`src/rtl/master_line_driver.sv`:
```
// master_line_driver
//   Master-side serial signalling generator. Turns parallel master commands
//   (bus request + slave id, ack/nak, end of transfer, split suspend/resume)
//   into the fixed serial bit codes decoded by the master port on port_in.
//
// Ports
//   clk          rising-edge clock
//   rst          asynchronous, active-high reset
//   req_valid    bus request, accepted while req_ready is high
//   req_ready    high only in IDLE
//   req_id       target slave id, captured on an accepted request
//   grant        bus granted to this master (level, only looked at in WAITG)
//   slave_ok     sampled with grant: 1 = ACK code, 0 = NAK code
//   xfer_end     pulse: finish the current transfer
//   suspend      pulse: split, release the bus but keep the session
//   resume       pulse: resume a suspended session
//   ser_out      registered serial line (idles at 0)
//   busy         high whenever not in IDLE
//   timeout_err  one-cycle pulse when the grant wait expires
//   suspended    high in SUSP
module master_line_driver #(
  parameter int NO_SLAVES     = 3,
  parameter int GRANT_TIMEOUT = 64,
  localparam int N            = $clog2(NO_SLAVES + 1)
) (
  input  logic         clk,
  input  logic         rst,
  input  logic         req_valid,
  output logic         req_ready,
  input  logic [N-1:0] req_id,
  input  logic         grant,
  input  logic         slave_ok,
  input  logic         xfer_end,
  input  logic         suspend,
  input  logic         resume,
  output logic         ser_out,
  output logic         busy,
  output logic         timeout_err,
  output logic         suspended
);

  localparam int CW = ($clog2(N) > 2) ? $clog2(N) : 2;
  localparam int WW = $clog2(GRANT_TIMEOUT);

  typedef enum logic [3:0] {
    IDLE, REQ, ID, WAITG, ACKS, HOLD, ENDS, SUSP, RESS
  } state_t;

  state_t          state, state_next;
  logic [CW-1:0]   bit_cnt;
  logic [WW-1:0]   wait_cnt;
  logic [N-1:0]    id_sh;      // captured id, shifted left as bits go out
  logic            ok_q;       // slave_ok sampled with grant
  logic            ser_next;
  logic            to_next;

  // Every output bit is computed here for the current state and registered
  // below, so the line lags the state register by exactly one cycle.
  always_comb begin
    // NOTE: every signal gets a default first so no path leaves it unassigned
    // and no latch is inferred.
    state_next = state;
    ser_next   = 1'b0;
    to_next    = 1'b0;
    unique case (state)
      IDLE: begin
        if (req_valid) state_next = REQ;
      end
      REQ: begin
        ser_next = 1'b1;
        if (bit_cnt == CW'(2)) state_next = ID;
      end
      ID: begin
        ser_next = id_sh[N-1];
        if (bit_cnt == CW'(N - 1)) state_next = WAITG;
      end
      WAITG: begin
        // Grant on the final wait cycle still wins over the timeout.
        if (grant) begin
          state_next = ACKS;
        end else if (wait_cnt == WW'(GRANT_TIMEOUT - 1)) begin
          to_next    = 1'b1;
          state_next = IDLE;
        end
      end
      ACKS: begin
        if (ok_q) begin
          ser_next = (bit_cnt != CW'(1));            // 1,0,1
          if (bit_cnt == CW'(2)) state_next = HOLD;
        end else begin
          ser_next = (bit_cnt != CW'(2));            // 1,1,0
          if (bit_cnt == CW'(2)) state_next = IDLE;
        end
      end
      HOLD: begin
        // Line parked at 1 so the 0,1 end code cannot appear mid-transfer.
        ser_next = 1'b1;
        if (xfer_end)     state_next = ENDS;
        else if (suspend) state_next = SUSP;
      end
      ENDS: begin
        ser_next = (bit_cnt == CW'(1));              // 0,1
        if (bit_cnt == CW'(1)) state_next = IDLE;
      end
      SUSP: begin
        if (xfer_end)    state_next = IDLE;
        else if (resume) state_next = RESS;
      end
      RESS: begin
        ser_next = (bit_cnt == CW'(1));              // 0,1,0
        if (bit_cnt == CW'(2)) state_next = HOLD;
      end
      default: state_next = IDLE;
    endcase
  end

  // NOTE: sequential state uses non-blocking assignments only, so every
  // register samples the pre-edge values regardless of statement order.
  always_ff @(posedge clk or posedge rst) begin
    // NOTE: every register, the captured id included, is reset so an abort in
    // mid-frame cannot leak stale bits into the next frame.
    if (rst) begin
      state       <= IDLE;
      bit_cnt     <= '0;
      wait_cnt    <= '0;
      id_sh       <= '0;
      ok_q        <= 1'b0;
      ser_out     <= 1'b0;
      timeout_err <= 1'b0;
    end else begin
      state       <= state_next;
      ser_out     <= ser_next;
      timeout_err <= to_next;
      bit_cnt     <= (state_next != state) ? '0 : bit_cnt + CW'(1);
      wait_cnt    <= (state == WAITG && state_next == WAITG) ? wait_cnt + WW'(1) : '0;
      if (state == IDLE && req_valid) id_sh <= req_id;
      else if (state == ID)           id_sh <= id_sh << 1;
      if (state == WAITG && grant)    ok_q  <= slave_ok;
    end
  end

  assign req_ready = (state == IDLE);
  assign busy      = (state != IDLE);
  assign suspended = (state == SUSP);

endmodule

```
`config.mk`:
```
export PLATFORM = sky130hd
export DESIGN_NAME = master_line_driver
export DESIGN_NICKNAME = d
export VERILOG_FILES = /design/src/rtl/master_line_driver.sv
export SDC_FILE = /design/constraint.sdc
export NUM_CORES = 1
export LEC_CHECK = 0
export CORE_MARGIN = 5
export CORE_UTILIZATION = 60
export CTS_CLUSTER_SIZE = 25
export DETAILED_ROUTE_END_ITERATION = 16
export DONT_BUFFER_PORTS = 1
export HOLD_SLACK_MARGIN = 0.05
export PLACE_DENSITY = 0.85
export SLEW_MARGIN = 15
export SYNTH_ARGS = -nofsm -noshare
export SYNTH_HDL_FRONTEND = slang
export SYNTH_SLANG_ARGS = --single-unit
```
`constraint.sdc`:
```
create_clock -name clk -period 2.54 [get_ports clk]
set_input_delay 0.381 -clock clk [delete_from_list [all_inputs] [get_ports clk]]
set_output_delay 0.381 -clock clk [all_outputs]
set_load 0.02 [all_outputs]
```
### After elaboration in Yosys (flattened, before gate mapping)

Index checks and enable logic that the tools add are counted.

| storage, ports and cells | value |
|---|---|
| bits of input ports | 10 |
| latch bits | 0 |
| RAM bits | 0 |
| memory bits (read-only) | 0 |
| memories | 0 |
| bits in registers | 17 |

| operators by class | value |
|---|---|
| magnitude comparators | 0 |
| bitwise operators | 0 |
| eq/ne operators | 15 |
| mux-type cells | 23 |
| add/subtract/negate cells | 2 |
| reduce and logical (&&, ||, !) cells | 8 |
| multiply operators | 0 |
| shifts and indexed selects | 0 |
| divide/modulo/power cells | 0 |

Operators with widths:

| kind | number |
|---|---|
| two-way mux 4 bit | 13 |
| one-hot mux 4 bit (9 select lines) | 1 |
| == test 4 x 3 -> 1 bit (second input constant) | 4 |
| == test 4 x 2 -> 1 bit (second input constant) | 3 |
| adder 6 x 1 -> 6 bit (second input constant) | 1 |
| == test 6 bit (second input constant) | 1 |
| two-way mux 2 bit | 3 |
| two-way mux 6 bit | 1 |
| == test 4 x 1 -> 1 bit (second input constant) | 1 |
| == test 4 bit (second input constant) | 1 |
| logical NOT 4 bit | 1 |
| two-way mux 1 bit | 4 |
| inequality test 4 bit | 1 |
| one-hot mux 1 bit (4 select lines) | 1 |
| nonzero test 4 bit | 1 |
| OR reduction 2 bit | 2 |
| logical AND 1 bit | 3 |
| adder 2 x 1 -> 2 bit (second input constant) | 1 |
| == test 2 x 1 -> 1 bit (second input constant) | 1 |
| == test 2 bit (second input constant) | 1 |
| inequality test 2 x 1 -> 1 bit (second input constant) | 1 |
| inequality test 2 bit (second input constant) | 1 |
| nonzero test 2 bit | 1 |

### Depth between registers and ports, before layout

Gate-level depths: netlist of run 1.

| logic depth | value |
|---|---|
| depth after elaboration | 7 |
| gate-level depth with buffers | 8 |
| gate-level depth less buffers | 8 |

### Worst setup path before layout of run 1

Ideal clock, no wire load.

| timing | value |
|---|---|
| kind | reg-to-output |
| from | register state[0] |
| to | output busy |
| arrival time | 1843 ps |
| cell stages (with the launch flop) | 5 |
| setup slack | 316 ps |
| buffers on the path | 2 |
| cell sequence | dfrtp_1 buf_2 clkbuf_1 nor4_1 inv_1 |

| on the way | value |
|---|---|
| longest elaborated chain between the ends | 1 |

RTL lines:

| what | line | text |
|---|---|---|
| start: declaration | 49 | `state_t state, state_next;` |
| start signal: assignment | 131 | `state <= state_next;` |
| nonzero test 4 bit | 143 | `assign busy = (state != IDLE);` |
| end: declaration | 37 | `output logic busy,` |

Every way passes these cells.

### Worst setup path after layout of run 1

| timing | value |
|---|---|
| from | register state[2] |
| to | register bit_cnt[0] |

| on the way | value |
|---|---|
| longest elaborated chain between the ends | 5 |
| elaborated cells between the ends (all ways) | 25 |
| those cells by class | 9 x eq/ne; 15 x mux; 1 x reduce/logical |

RTL lines:

| what | line | text |
|---|---|---|
| two-way mux 4 bit, on equally long branches (2 in series) | n/a |  |
| one-hot mux 4 bit (9 select lines) | 65 | `unique case (state)` |
| inequality test 4 bit (*) | 134 | `bit_cnt <= (state_next != state) ? '0 : bit_cnt + CW'(1);` |
| two-way mux 2 bit (*) | 134 |  |
| end signal: assignment | 134 |  |
| end: declaration | 50 | `logic [CW-1:0] bit_cnt;` |

Mark *: on every way between the ends. The rest lies on a longest branch, timed or not.
A chain may end at the register's enable or synchronous reset.

==> results of run 1 <==
[power breakdown]
part           total (mW)  switching (mW)  internal [mW]  leakage (nW)
clock network       0.150          0.0898         0.0599        0.0139
logic               0.513           0.289          0.223         0.258
registers           0.432          0.0971          0.335         0.225
[cells by family after synthesis]
| kind of cell | share of synthesized area, % |
|---|---|
| adder cells (fa/ha/maj) | 3.56 |
| multiplexers | 2.02 |
| buffers and inverters | 6.65 |
| AND/OR/NAND/NOR | 26.3 |
| flip-flops | 40.4 |
| XOR/XNOR | 3.33 |
| AO/OA/AOI/OAI | 17.8 |
[worst reg2reg max path, delay by kind of cell (launching register included)]
family | cells | cell delay (ps)
flops | 1 | 650
compound gates | 2 | 380
simple gates | 4 | 1010
[registers in the layout (all words and copies together) (netlist names)]
signal,cells
ok_q,1
timeout_err,1
ser_out,1
wait_cnt,6
state,4
bit_cnt,2
id_sh,2
[cells in the mapped netlist (all sizes together), types with 2 or more instances]
cell type	count
or3b	2
dfrtp	17
nor2	12
and3	3
xnor2	3
or2	2
nand2	7
and3b	2
a21oi	4
a32oi	3
nor3	2
ha	3
buf	3
or3	2
nand3	8
a31oi	4
inv	11
clkbuf	2
o31ai	2
[per-layer routing]
metal  global-route usage [%]  part of all wire [%]  routed length, um  vias up
met5                        0                     0                  0        -
met3                     3.15                   5.5                121        6
met1                     22.2                    44                961      403
met4                     12.7                   2.6                 58        0
met2                     29.7                    48               1050       30
li1                         -                     -                  -      427
[through the flow]
step	hold WS [ps]	worst slack, ps	cells	total power, mW	utilization (%)
finish	32.9	433	136	1.09	65.0
global route	83.9	310	136	1.18	65.0
CTS	54.4	459	136	1.09	65.0
detailed placement	379	523	132	0.938	63.3
global placement	374	550	132	0.917	63.3
floorplan	307	316	117	0.823	-
[final cells by class]
cell class	count	area share [%]
Multi-Input combinational cell	84	50.8
Clock buffer	3	2.05
Timing Repair Buffer	3	2.05
Tap cell	17	1.94
Sequential cell	17	38.7
Clock inverter	1	0.683
Inverter	11	3.76
[worst max-delay path by stage]
stage,start,to,cells after the start,slack (ps)
final,state[2]$_DFF_PP0_,bit_cnt[0]$_DFF_PP0_,6,430
after global routing,state[2]$_DFF_PP0_,bit_cnt[1]$_DFF_PP0_,6,310
after CTS,state[2]$_DFF_PP0_,bit_cnt[0]$_DFF_PP0_,6,460
after detailed placement,wait_cnt[0]$_DFF_PP0_,bit_cnt[1]$_DFF_PP0_,7,520
after global placement,wait_cnt[0]$_DFF_PP0_,bit_cnt[1]$_DFF_PP0_,7,550
after floorplan,state[0]$_DFF_PP0_,busy,4,320
==> metrics.yaml, run 1 <==
outcome:
  status: "finished clean"
route:
  vias: 866
  via_per_inst: 6.37
  firstDrtPassIters: 4
  wl_per_cell_um: 16.1
  ant_nets: 0
  drt_iter0_drc: 34
  drc_errors: 0
  wl_um: 2190
cts:
  cts_max_level: 1
  clockRootBuffer: "clkbuf_4"
  postCtsSetupBuffers: 0
  path_clk_slew_ps: 100
  clock_latency_ps: 290
  cts_tree: "done"
  cts_resized: 0
  cts_buffer_depth: 2
  cts_hold_repair.buffers: 0
  cts_buffers: 3
  cts.sinks: 17
worst_setup_path:
  cpLargestDelayFamily: "simple AND/OR/NAND/NOR gates"
  rrSetupSlack_ps: 430
  end_kind: "flop"
  crit_arrival_ps: 2340
  r2r_end: "bit_cnt[0]$_DFF_PP0_"
  cp_cell_sequence: "nand4b_1, or3_1, and2_4, a32oi_1, a21boi_2, and3_1"
  reg2reg_depth: 6
  startpoint_type: "flop"
  timing.rr.start: "state[2]$_DFF_PP0_"
  critPathKind: "reg -> reg"
  critPathRequiredTime_ps: 2780
  cp_max_fo: 16
  cpPeakStageDelay_ps: 650
  cp_slowest_cell: "dfrtp_1"
  cp_num_buf_inv: 0
grt:
  antenna_found_initial: 0
  grt_max_degree: 18
  gr-total-overflow: 0
  grt_pass1_wl_um: 3610
  grtUsageTotal_pct: 18.4
  first_global_vias: 810
yosys:
  yosysTopAreaCell: "dfrtp_1"
  ys_ff_latch: 17
  syn_avg_cell_area_um2: 9.00
  synth_top_flop_cell: "dfrtp_1"
  synth_cells: 117
  synth_edf_count: 0
  ys_types: 46
  synth_area_leaders: "dfrtp_1 40%, nor2_1 4.3%, nand3_1 3.8%"
  yosysTopAreaCellShare_pct: 40.4
  yosysSeqAreaShare_pct: 40.4
  syn_nets: 130
  yosys_warnings: 0
  synthArstFlopShare_pct: 100
  synthesis.area_mm2: 0.00105
worst_hold_path:
  min_path_type: "in -> async"
power_and_ir_drop:
  irDropWorstVdd_v: 0.000509
  power_density_mw_per_mm2: 996
  p_leak_nw: 0.496
die:
  die_h_um: 51.9
  ios: 15
  fp.dieW_um: 51.9
  core_area_mm2: 0.00169
  die_area_mm2: 0.00269
  rows: 15
  start_util_pct: 62.4
place:
  io_buffers: 0
  placed_cell_area_mm2: 0.00107
  hpwl_um: 1600
  gp_congestion: 0.830
cells_and_area:
  fill_cells: 137
  final_common_cell: "dfrtp_1"
  drive_above_1_share_pct: 10.9
  syn2layout_area_growth_pct: 4.28
  diodes: 0
  final_nets: 133
  multi_input_area_um2: 558
  area.sequential_um2: 425
  final_cell_mix: "17 x dfrtp_1, 12 x nor2_1, 10 x inv_1, 8 x nand3_1, 7 x nand2_1"
  design_area_mm2: 0.00110
flow_run:
  timing.max_cap.violations: 0
sta:
  tightest_slew_ps: 615
  hold_viol: 0
  setup_viol: 0
  finalClockSkew_ps: 3.89
  post-route-min-period_ps: 2110
  period_share_pct: 82.9
  fmax_ghz: 0.475
  rsz0062_at_grt: "false"
  relSlewSlack_pct: 58.9
  tns_ps: 0
  slew_violations: 0
Note: power is estimated with default switching activity, not from simulation.
==> inputs of run 2 (changes only) <==
==> constraint.sdc (replaced) <==
create_clock -name clk -period 1.97 [get_ports clk]
set_input_delay 0.2955 -clock clk [delete_from_list [all_inputs] [get_ports clk]]
set_output_delay 0.2955 -clock clk [all_outputs]
set_load 0.02 [all_outputs]
==> metrics.yaml, run 2 (synthesis gave the netlist of run 1 again) <==
worst_hold_path:
  min_path_type: "in -> reg"
  worstHoldEndpoint: "state[3]$_DFF_PP0_"
  worstHoldStart: "xfer_end"
  worstHoldPathCells: 1
power_and_ir_drop:
  p_sw_uw: 628
  power_density_mw_per_mm2: 1250
  internal-power_uw: 840
  power_mw: 1.47
  power_frac_comb_pct: 49.5
  netSwitchingFraction_pct: 42.8
  p_seq_share_pct: 36.9
  p_clk_share_pct: 13.5
  irDropWorstVdd_v: 0.000689
  p_leak_nw: 0.525
route:
  drt_iter0_drc: 23
  drc_errors: 0
  firstDrtPassIters: 4
  wl_per_cell_um: 16.0
  ant_nets: 0
  vias: 917
  via_per_inst: 6.41
  wl_um: 2290
cells_and_area:
  syn2layout_area_growth_pct: 11.8
  final_cell_mix: "17 x dfrtp_1, 12 x nor2_1, 10 x inv_1, 9 x buf_4, 8 x nand3_1"
  final_common_cell: "dfrtp_1"
  final_nets: 140
  diodes: 0
  largest_register_ffs: 6
  max_flop_register: "wait_cnt"
  reg_top3: "wait_cnt x6, state x4"
  drive_above_1_share_pct: 19.0
cts:
  cts_buffer_depth: 2
  cts_buffers: 3
  cts.sinks: 17
  cts_max_level: 1
  clockRootBuffer: "clkbuf_4"
  cts_tree: "done"
  path_clk_slew_ps: 100
  clock_latency_ps: 310
die:
  core_area_mm2: 0.00169
  ios: 15
  die_h_um: 51.9
  die_area_mm2: 0.00269
  rows: 15
  fp.dieW_um: 51.9
  start_util_pct: 62.4
place:
  io_buffers: 0
  gp_congestion: 0.918
  hpwl_um: 1670
grt:
  gr-total-overflow: 0
  grt_pass1_wl_um: 3840
  antenna_found_initial: 0
  grt_max_degree: 18
  grtUsageTotal_pct: 19.6
  first_global_vias: 877
flow_run:
  timing.max_cap.violations: 0
worst_setup_path:
  end_kind: "flop"
  critPathRequiredTime_ps: 2170
  rrSetupSlack_ps: 90
  critPathKind: "reg -> reg"
  cp_max_fo: 7
  crit_arrival_ps: 2080
  reg2reg_depth: 8
  timing.rr.start: "bit_cnt[0]$_DFF_PP0_"
  startpoint_type: "flop"
  r2r_end: "bit_cnt[0]$_DFF_PP0_"
sta:
  tightest_slew_ps: 641
  finalClockSkew_ps: 6.12
  post-route-min-period_ps: 1880
  rsz0062_at_grt: "false"
  hold_viol: 0
  tns_ps: 0
  slew_violations: 0
  setup_viol: 0
  period_share_pct: 95.4
  fmax_ghz: 0.532
  relSlewSlack_pct: 57.2
outcome:
  status: "finished clean"
==> run 2: how the worst max path moves through the flow <==
| stage | from | end | slack, ps | depth (start not counted) |
|---|---|---|---|---|
| 5_1_grt | bit_cnt[0]$_DFF_PP0_ | bit_cnt[1]$_DFF_PP0_ | 30 | 8 |
| 2_1_floorplan | wait_cnt[0]$_DFF_PP0_ | bit_cnt[1]$_DFF_PP0_ | 70 | 7 |
| 6_report | bit_cnt[0]$_DFF_PP0_ | bit_cnt[0]$_DFF_PP0_ | 90 | 8 |
| 3_5_place_dp | wait_cnt[0]$_DFF_PP0_ | bit_cnt[1]$_DFF_PP0_ | 7 | 7 |
| 4_1_cts | wait_cnt[0]$_DFF_PP0_ | bit_cnt[1]$_DFF_PP0_ | 10 | 7 |
| 3_3_place_gp | wait_cnt[0]$_DFF_PP0_ | bit_cnt[1]$_DFF_PP0_ | 40 | 7 |
==> run 2: cell type report <==
| class | instances | area [um2] |
|---|---|---|
| Multi-Input combinational cell | 84 | 582 |
| Fill cell | 122 | 512 |
| Sequential cell | 17 | 425 |
| Timing Repair Buffer | 10 | 77.6 |
| Inverter | 11 | 41.3 |
| Clock buffer | 3 | 22.5 |
| Tap cell | 17 | 21.3 |
| Clock inverter | 1 | 7.51 |
==> run 2: worst max-delay path, cell delays in order, from the launching register on <==
cell	delay, ps
dfrtp_1	420
inv_1	90
ha_2	240
or3b_1	370
a32oi_1	160
or2_2	150
a21bo_2	130
a21boi_2	50
and3_1	160
==> run 2: what timing repair did <==
| action | CTS | global route |
|---|---|---|
| endpoints found under the setup margin | 2 | 2 |
| cloned | 0 | 0 |
| hold buffers | 1 | 0 |
| gates resized for setup | 1 | 3 |
| endpoints found under the hold margin | 17 | 0 |
| setup buffers | 1 | 0 |
| pin swaps | 0 | 1 |
==> run 2: power groups by stage <==
stage                     sequential [mW]  combinational, mW  clock (mW)
after detailed placement            0.547              0.697           0
after global placement              0.543              0.680           0
after CTS                           0.538              0.707       0.202
after global routing                0.556              0.800       0.221
after floorplan                     0.499              0.571           0
final                               0.542              0.727       0.199
==> run 2: metrics by stage <==
step / std cells / hold WS [ps] / util, % / setup slack [ps] / cell area, um2
final: 143 / 74.6 / 69.7 / 91.1 / 1180
after global routing: 143 / 62.4 / 69.7 / 25.7 / 1180
after CTS: 143 / 70.4 / 69.0 / 14.0 / 1160
after detailed placement: 137 / 298 / 65.9 / 6.77 / 1110
after global placement: 137 / 290 / 65.9 / 44.8 / 1110
after floorplan: 117 / 222 / - / 69.5 / 1060
==> run 2: layer usage <==
metal / wire length (um) / up-vias / track usage, %
li1: - / 438 / -
met1: 960 / 451 / 23.5
met2: 1140 / 23 / 32.6
met3: 151 / 5 / 5.73
met4: 36 / 0 / 7.42
met5: 0 / - / 0
==> inputs of run 3 (changes only) <==
--- a/config.mk
+++ b/config.mk
@@ -6,12 +6,12 @@
 export NUM_CORES = 1
 export LEC_CHECK = 0
 export CORE_MARGIN = 5
-export CORE_UTILIZATION = 60
+export CORE_UTILIZATION = 40
 export CTS_CLUSTER_SIZE = 25
 export DETAILED_ROUTE_END_ITERATION = 16
 export DONT_BUFFER_PORTS = 1
 export HOLD_SLACK_MARGIN = 0.05
-export PLACE_DENSITY = 0.85
+export PLACE_DENSITY = 0.63
 export SLEW_MARGIN = 15
 export SYNTH_ARGS = -nofsm -noshare
 export SYNTH_HDL_FRONTEND = slang
==> constraint.sdc (replaced) <==
create_clock -name clk -period 1.97 [get_ports clk]
set_input_delay 0.0985 -clock clk [delete_from_list [all_inputs] [get_ports clk]]
set_output_delay 0.0985 -clock clk [all_outputs]
set_load 0.02 [all_outputs]
==> metrics.yaml, run 3 (synthesis gave the netlist of run 1 again) <==
sta:
  tightest_slew_ps: 638
  setup_viol: 0
  post-route-min-period_ps: 1860
  rsz0062_at_grt: "false"
  period_share_pct: 94.4
  hold_viol: 0
  tns_ps: 0
  slew_violations: 0
  finalClockSkew_ps: 2.05
  relSlewSlack_pct: 57.4
  hold_slack_ps: 51.2
  fmax_ghz: 0.538
die:
  rows: 18
  start_util_pct: 42.1
  fp.dieW_um: 61.3
  die_h_um: 61.3
  die_area_mm2: 0.00376
  core_area_mm2: 0.00250
  ios: 15
cells_and_area:
  syn2layout_area_growth_pct: 20.3
  diodes: 0
  drive_above_1_share_pct: 16.3
  area.sequential_um2: 425
  final_nets: 149
  largest_register_ffs: 6
  fill_cells: 219
  design_area_mm2: 0.00127
  final_cell_mix: "17 x dfrtp_1, 12 x nor2_1, 11 x buf_4, 10 x inv_1"
  max_flop_register: "wait_cnt"
  multi_input_area_um2: 571
  reg_top3: "wait_cnt x6, state x4"
  final_common_cell: "dfrtp_1"
route:
  firstDrtPassIters: 4
  drc_errors: 0
  wl_um: 2260
  via_per_inst: 5.69
  vias: 939
  drt_iter0_drc: 91
  ant_nets: 0
  wl_per_cell_um: 13.7
flow_run:
  timing.max_cap.violations: 0
worst_setup_path:
  crit_arrival_ps: 2100
  cp_cell_sequence: "ha_1, and3_1, a311o_1, and2_4, a32oi_1, a21boi_2, and3b_1"
  cp_max_fo: 3
  critPathKind: "reg -> reg"
  cpPeakStageDelay_ps: 400
  critPathRequiredTime_ps: 2210
  startpoint_type: "flop"
  end_kind: "flop"
  cp_slowest_cell: "dfrtp_1"
worst_hold_path:
  min_path_type: "in -> reg"
power_and_ir_drop:
  p_leak_nw: 0.572
  power_density_mw_per_mm2: 1170
  irDropWorstVdd_v: 0.000720
cts:
  cts_max_level: 1
  cts.sinks: 17
  path_clk_slew_ps: 100
  cts_buffer_depth: 2
  cts_buffers: 3
  clockRootBuffer: "clkbuf_4"
  cts_tree: "done"
  clock_latency_ps: 290
grt:
  grt_pass1_wl_um: 3940
  grt_max_degree: 18
  grtUsageTotal_pct: 14.5
  antenna_found_initial: 0
  first_global_vias: 893
  gr-total-overflow: 0
place:
  io_buffers: 0
  hpwl_um: 1670
  gp_congestion: 0.830
  placed_cell_area_mm2: 0.00113
outcome:
  status: "finished clean"
[run 3: power by group]
part / internal (mW) / switching (mW) / total [mW]
sequential: 0.432 / 0.106 / 0.538
clock: 0.0773 / 0.117 / 0.194
combinational: 0.351 / 0.401 / 0.752
total: 0.861 / 0.623 / 1.48
[run 3: per-layer routing]
layer	wire [um]	global-route usage (%)
met5	0	0
met1	1030	18.9
met3	167	3.14
met4	47	8.05
met2	1010	22.2
[run 3: per-stage QoR]
stage	std cells	setup slack [ps]	power (mW)	util, %
after floorplan	117	29.0	1.06	-
after global placement	151	59.8	1.24	45.2
after detailed placement	151	27.1	1.26	45.2
after CTS	164	19.8	1.47	49.9
after global routing	165	7.79	1.61	50.7
final	165	110	1.48	50.7
[run 3: worst paths after layout]
| path | from | end | slack (ps) | depth (start not counted) |
|---|---|---|---|---|
| worst max-delay path | wait_cnt[0]$_DFF_PP0_ | bit_cnt[1]$_DFF_PP0_ | 110 | 7 |
| worst min-delay path | grant | ok_q$_DFFE_PP0P_ | 50 | 2 |
| worst max register to register | wait_cnt[0]$_DFF_PP0_ | bit_cnt[1]$_DFF_PP0_ | 110 | 7 |
| worst min register to register | id_sh[1]$_DFFE_PP0P_ | id_sh[1]$_DFFE_PP0P_ | 520 | 2 |
| max in group asynchronous | rst | ser_out$_DFF_PP0_ | 1250 | 2 |
| min in group asynchronous | rst | wait_cnt[3]$_DFF_PP0_ | 310 | 2 |
[run 3: repair_timing]
action,CTS,global route
setup endpoints to repair,1,2
pin swaps,0,1
resized for setup,0,2
setup buffers,1,1
hold buffers,8,0
hold endpoints to repair,24,0
[run 3: area by class of cell]
class	count	area share, %
multi-input combinational	84	45.0
sequential	17	33.6
timing repair buffer	19	12.8
inverter	11	3.26
tap	30	2.96
clock buffer	3	1.78
clock inverter	1	0.592
[run 3: worst max-delay path, delay by kind of cell, from the launching register on]
kind	cells	cell delay [ps]
adders and majority gates	1	220
DFF	1	400
AOI/OAI and AO/OA	3	630
and+or+nand+nor	3	550
